`src/rtl/adc_stream_packetizer.sv`:
```
// adc_stream_packetizer: packs pairs of 16-bit ADC samples into 32-bit
// AXI4-Stream beats for the DMA, ending each packet with TLAST.
// Optional build macro TEST_PATTERN_EN replaces smp_data with an internal
// 16-bit counter so the DMA path can be checked without a live ADC.
module adc_stream_packetizer #(
  parameter int FIFO_DEPTH = 16,
  parameter int SIZE_W     = 32
) (
  input  logic              clk,
  input  logic              reset,
  input  logic              start,
  input  logic [SIZE_W-1:0] packet_size,
  input  logic              smp_valid,
  input  logic [15:0]       smp_data,
  output logic [31:0]       m_axis_tdata,
  output logic              m_axis_tvalid,
  input  logic              m_axis_tready,
  output logic              m_axis_tlast,
  output logic              busy,
  output logic              done,
  output logic              overflow
);

  localparam int AW = (FIFO_DEPTH > 1) ? $clog2(FIFO_DEPTH) : 1;

  typedef enum logic [1:0] {IDLE, CAPTURE, DRAIN} state_t;

  state_t            state_reg, state_next;
  logic [SIZE_W-1:0] beats_reg, wr_cnt_reg, rd_cnt_reg;
  logic              half_reg;
  logic [15:0]       low_reg;
  logic              overflow_reg, done_reg;

  logic [31:0]       mem [FIFO_DEPTH];
  logic [AW-1:0]     wr_ptr_reg, rd_ptr_reg;
  logic [AW:0]       count_reg;

  logic [SIZE_W-1:0] beats_in;
  logic [15:0]       sample;
  logic              start_ok, empty, full, pop, push, drop, pair_done;
  logic              is_last, final_hs;

  // Byte count to beat count; the two low bits never form a whole beat.
  logic unused_size;
  assign unused_size = ^packet_size[1:0];
  assign beats_in    = {2'b00, packet_size[SIZE_W-1:2]};

  assign start_ok  = start && (state_reg == IDLE) && (beats_in != '0);
  assign empty     = (count_reg == '0);
  assign full      = (count_reg == (AW+1)'(FIFO_DEPTH));
  assign pop       = !empty && m_axis_tready;
  assign pair_done = (state_reg == CAPTURE) && smp_valid && half_reg;
  // A pop in the same cycle frees a slot, so a full FIFO still accepts.
  assign push      = pair_done && (!full || pop);
  assign drop      = pair_done && full && !pop;
  assign is_last   = (rd_cnt_reg == beats_reg - SIZE_W'(1));
  assign final_hs  = pop && is_last && (state_reg == DRAIN);

`ifdef TEST_PATTERN_EN
  logic [15:0] pat_reg;
  logic        unused_smp;
  assign unused_smp = ^smp_data;

  // Test pattern counter: restarts per packet, advances per captured sample.
  always_ff @(posedge clk) begin
    if (reset || start_ok) begin
      pat_reg <= '0;
    end else if ((state_reg == CAPTURE) && smp_valid) begin
      pat_reg <= pat_reg + 16'd1;
    end
  end

  assign sample = pat_reg;
`else
  assign sample = smp_data;
`endif

  // State register.
  always_ff @(posedge clk) begin
    if (reset) state_reg <= IDLE;
    else       state_reg <= state_next;
  end

  // Next-state logic: capture until all beats are queued, then drain.
  always_comb begin
    state_next = state_reg;
    unique case (state_reg)
      IDLE:    if (start_ok) state_next = CAPTURE;
      CAPTURE: if (push && (wr_cnt_reg + SIZE_W'(1) == beats_reg)) state_next = DRAIN;
      DRAIN:   if (final_hs) state_next = IDLE;
      default: state_next = IDLE;
    endcase
  end

  // Packet bookkeeping: beat counters, sample pairing, sticky overflow, done.
  always_ff @(posedge clk) begin
    if (reset) begin
      beats_reg    <= '0;
      wr_cnt_reg   <= '0;
      rd_cnt_reg   <= '0;
      half_reg     <= 1'b0;
      low_reg      <= '0;
      overflow_reg <= 1'b0;
      done_reg     <= 1'b0;
    end else begin
      done_reg <= final_hs;
      if (start_ok) begin
        beats_reg    <= beats_in;
        wr_cnt_reg   <= '0;
        rd_cnt_reg   <= '0;
        half_reg     <= 1'b0;
        overflow_reg <= 1'b0;
      end else begin
        if ((state_reg == CAPTURE) && smp_valid) begin
          half_reg <= !half_reg;
          if (!half_reg) low_reg <= sample;
        end
        if (push) wr_cnt_reg <= wr_cnt_reg + SIZE_W'(1);
        if (drop) overflow_reg <= 1'b1;
        if (pop)  rd_cnt_reg <= rd_cnt_reg + SIZE_W'(1);
      end
    end
  end

  // FIFO storage; contents need no reset since the pointers define validity.
  always_ff @(posedge clk) begin
    if (push) mem[wr_ptr_reg] <= {sample, low_reg};
  end

  // FIFO pointers and occupancy.
  always_ff @(posedge clk) begin
    if (reset) begin
      wr_ptr_reg <= '0;
      rd_ptr_reg <= '0;
      count_reg  <= '0;
    end else begin
      if (push) wr_ptr_reg <= wr_ptr_reg + AW'(1);
      if (pop)  rd_ptr_reg <= rd_ptr_reg + AW'(1);
      unique case ({push, pop})
        2'b10:   count_reg <= count_reg + (AW+1)'(1);
        2'b01:   count_reg <= count_reg - (AW+1)'(1);
        default: count_reg <= count_reg;
      endcase
    end
  end

  // First-word-fall-through output; data forced to zero when nothing is queued.
  assign m_axis_tvalid = !empty;
  assign m_axis_tdata  = empty ? 32'h0 : mem[rd_ptr_reg];
  assign m_axis_tlast  = !empty && is_last;
  assign busy          = (state_reg != IDLE);
  assign done          = done_reg;
  assign overflow      = overflow_reg;

endmodule
```
`config.mk`:
```
export PLATFORM = sky130hd
export DESIGN_NAME = adc_stream_packetizer
export DESIGN_NICKNAME = d
export VERILOG_FILES = /design/src/rtl/adc_stream_packetizer.sv
export SDC_FILE = /design/constraint.sdc
export NUM_CORES = 1
export LEC_CHECK = 0
export BUFFER_PORTS_ARGS = -buffer_cell sky130_fd_sc_hd__buf_2
export CAP_MARGIN = 20
export CORE_MARGIN = 4
export CORE_UTILIZATION = 50
export CTS_CLUSTER_DIAMETER = 30
export DETAILED_ROUTE_END_ITERATION = 7
export HOLD_SLACK_MARGIN = 0.03
export PLACE_DENSITY_LB_ADDON = 0.3
export SYNTH_ARGS = -nofsm -noshare
export SYNTH_HDL_FRONTEND = slang
export SYNTH_SLANG_ARGS = --single-unit
```
`constraint.sdc`:
```
create_clock -name clk -period 6.65 [get_ports clk]
set_input_delay 0.3325 -clock clk [delete_from_list [all_inputs] [get_ports clk]]
set_output_delay 0.3325 -clock clk [all_outputs]
set_load 0.01 [all_outputs]
```
==> reports/results.txt <==
Initial antenna violation count -> 0
Vertical die dimension -> 241 um
Number of detailed-routing iterations run before antenna repair -> 5
Fill cells -> 3,846
Nets -> 1,967
GPL Wtd Cong -> 0.918
Leakage component of the power -> 11.3 nW
Type of destination of the critical path -> output pin
# Max-Cap Violations -> 0
Buffers from clock root to sink, at most -> 3
Layout cell share with drive strength beyond 1 -> 0.263
Final setup violation count -> 0
Number of flip-flops under the largest register name -> 512
Fin worst setup slack -> 2.50 ns
Startpoint type of the worst setup path -> flop
Clock buffer count from CTS -> 112
Warning count from the yosys run -> 0
# rows -> 85
Die width -> 241 um
RSZ-0062 raised after global routing -> false
Biggest area contributors in the synthesized netlist -> edfxtp_1, mux4_2, dfxtp_1
Cell family with the largest share of critical-path delay -> multiplexers
Flip-flop and latch area -> 18,000 sq um
Total area of multi-input combinational cells -> 8860 sq um
Avg WL per Cell -> 23.3 um
Overall routed net length -> 63,000 um
Ys async rst share -> 0
Post-CTS sizing -> 0
Post-Syn Area per Cell -> 15.7 sq um
Slew Viols, Final -> 0
DRC errors left -> 0
Worst setup timing slack at the placement stage -> 3.09 ns
Post-route clock skew -> 0.0637 ns
Count of mapped cells out of synthesis -> 1,733
Flip-flop and latch count after synthesis -> 644
Reg2Reg Depth -> 9
All-layer global routing usage -> 0.221
Library cell occupying the most area in the post-synthesis netlist -> edfxtp_1
Number of synthesized flops with an enable pin -> 512
Hold Path Class -> in2reg
Max stage delay cell, worst path -> dfxtp_4
Via count of the first global-routing pass -> 16,700
Placeable Area -> 53,800 sq um
Cell area after synthesis -> 27,200 sq um
Critical path peak fanout -> 85
Final Hold Fails -> 0
Data arrival time of the worst path -> 3.82 ns
Most common cell type on the critical path -> mux4_2
Antenna-violating nets left -> 0
First-pass GRT wire length -> 97,700 um
Peak supply drop -> 0.228 mV
CP Buf/Inv Count -> 2
Achievable Freq -> 0.241 GHz
Clock sink count -> 644
Portion of the clock cycle consumed by the worst path in the final layout -> 0.624
Power Density -> 361 nW/um^2
Number of setup buffers added after CTS -> 0
Die area -> 58,200 sq um
Critical register-to-register path startpoint -> count_reg[0]
Worst endpoint required time -> 6.32 ns
Crit path depth -> 5
Synth Net Count -> 1,798
Startpoint of the most critical hold path -> smp_valid
Number of different library cells in the post-synthesis netlist -> 68
Setup tns final -> 0 ns
Antenna diodes -> 0
Maximum number of pins on one net before global-route repair -> 86
Detail-routed via count per cell -> 5.89
Violation count after the first detailed-routing iteration -> 1,370
Maximum single-stage delay on the critical path -> 0.95 ns
Post-synth top flop -> edfxtp_1
Max transition margin -> 0.335
Measured slew at the worst slew-check pin -> 0.998 ns
Via count -> 15,900
Congestion Overflow GR -> 0
Number of port buffers -> 87
Fraction of post-synthesis cell area in the top cell type by area -> 0.565
Minimum clock period after layout -> 4.15 ns
Final HPWL from detailed placement -> 34,700 um
Reg clk slew, reported paths -> 0.06 ns
Share of the yosys chip area belonging to registers -> 0.662
Setup CP Type -> reg2out
Result of the run -> finished, final reports clean
Area Growth Syn to Fin -> 20.8%
Clk_lat worst skew -> 0.68 ns
Initial Util -> 0.506
CTS H-Tree Depth -> 3
I/O pin count -> 90
Chain of cells forming the critical path -> buf_12, mux4_2, mux4_2, and2_1, buf_2
Root cell of the clock tree -> clkbuf_16
Hold-fix buffers at CTS -> 40
Count of cells along the worst hold path -> 4
TritonCTS clock tree -> yes
worst register-to-register path: cells and delay by family, from the launching register on:
family	cells	cell delay (ns)
simple gates	7	2.24
buf+inv	1	0.53
flops	1	0.38
compound gates	1	0.14
layer usage:
layer	share of wire	up-vias	track usage
met3	0.057	118	0.0372
met2	0.52	568	0.386
li1	-	7062	-
met1	0.40	8149	0.288
met5	0	-	0
met4	0.025	0	0.0642
cells in the mapped netlist, types with 4 or more instances:
| cell type | count |
|---|---|
| mux2i_1 | 40 |
| buf_1 | 21 |
| o21ai_0 | 16 |
| dfxtp_1 | 132 |
| a211oi_1 | 6 |
| clkbuf_1 | 67 |
| xnor2_1 | 72 |
| edfxtp_1 | 512 |
| or2_2 | 9 |
| nand2_1 | 104 |
| o211ai_1 | 5 |
| nand2b_1 | 9 |
| inv_1 | 18 |
| and4_1 | 10 |
| mux4_2 | 160 |
| and3_1 | 17 |
| nor3_1 | 29 |
| a21o_1 | 5 |
| buf_2 | 11 |
| nand4_1 | 39 |
| nor2_1 | 154 |
| nand3_1 | 31 |
| a21oi_1 | 38 |
| xor2_1 | 70 |
| nand3b_1 | 4 |
| and2_1 | 39 |
| a31oi_1 | 9 |
| nor2b_1 | 6 |
| nor4_1 | 21 |
| ha_1 | 11 |
| or3_1 | 8 |
| o2111ai_1 | 4 |
where the power goes:
part	internal [mW]	switching [mW]
clock network	3.82	2.06
logic	0.717	0.745
registers	4.38	0.147
total	8.92	2.96
final cells by class:
cell class,count,area share
multi-input cells,970,0.269
inverters,19,0.00217
clock buffers,136,0.0929
well taps,696,0.0265
repair buffers,155,0.0322
flip-flops and latches,644,0.548
clock inverters,78,0.0290
per-stage QoR:
| step | instance area, sq um | util | cells | hold WS [ns] | power [mW] |
|---|---|---|---|---|---|
| after floorplan | 27200 | - | 1733 | 0.431 | 5.59 |
| after global placement | 28500 | 0.529 | 2443 | 0.478 | 6.04 |
| after detailed placement | 28500 | 0.529 | 2444 | 0.494 | 6.07 |
| after CTS | 32900 | 0.611 | 2698 | 0.0307 | 12.0 |
| after global routing | 32900 | 0.611 | 2698 | 0.0446 | 12.3 |
| final | 32900 | 0.611 | 2698 | 0.0651 | 11.9 |
layout by cell type, fill, tap and decap left out, types with 17 or more instances in the layout:
| cell | n |
|---|---|
| edfxtp_1 | 512 |
| mux4_2 | 160 |
| nor2_1 | 142 |
| dfxtp_1 | 128 |
| clkbuf_16 | 115 |
| nand2_1 | 104 |
| buf_2 | 87 |
| xnor2_1 | 72 |
| xor2_1 | 70 |
| mux2i_1 | 40 |
| dlygate4sd3_1 | 40 |
| and2_1 | 39 |
| nand4_1 | 39 |
| a21oi_1 | 38 |
| nand3_1 | 31 |
| buf_4 | 27 |
| nor3_1 | 25 |
| nor4_1 | 21 |
| inv_1 | 18 |
| clkinv_2 | 18 |
| and3_1 | 17 |
worst paths after layout:
path              slack [ns]         endpoint
setup / recovery        2.50  m_axis_tdata[6]
hold / removal          0.07         half_reg
setup reg to reg        3.25   rd_cnt_reg[30]
hold reg to reg         0.49   wr_cnt_reg[31]
cell families (layout without fill, tap and decap cells):
| kind of cell | Yosys count | after routing | share of synthesized area |
|---|---|---|---|
| muxes | 203 | 203 | 0.148 |
| adders and majority gates | 12 | 12 | 0.00579 |
| xor gates and xnor gates | 142 | 142 | 0.0457 |
| and+or+nand+nor | 507 | 507 | 0.0966 |
| DFF | 644 | 644 | 0.662 |
| AOI/OAI and AO/OA | 106 | 106 | 0.0249 |
| buffers and inverters | 119 | 388 | 0.0170 |
(Power assumes the default switching activity.)
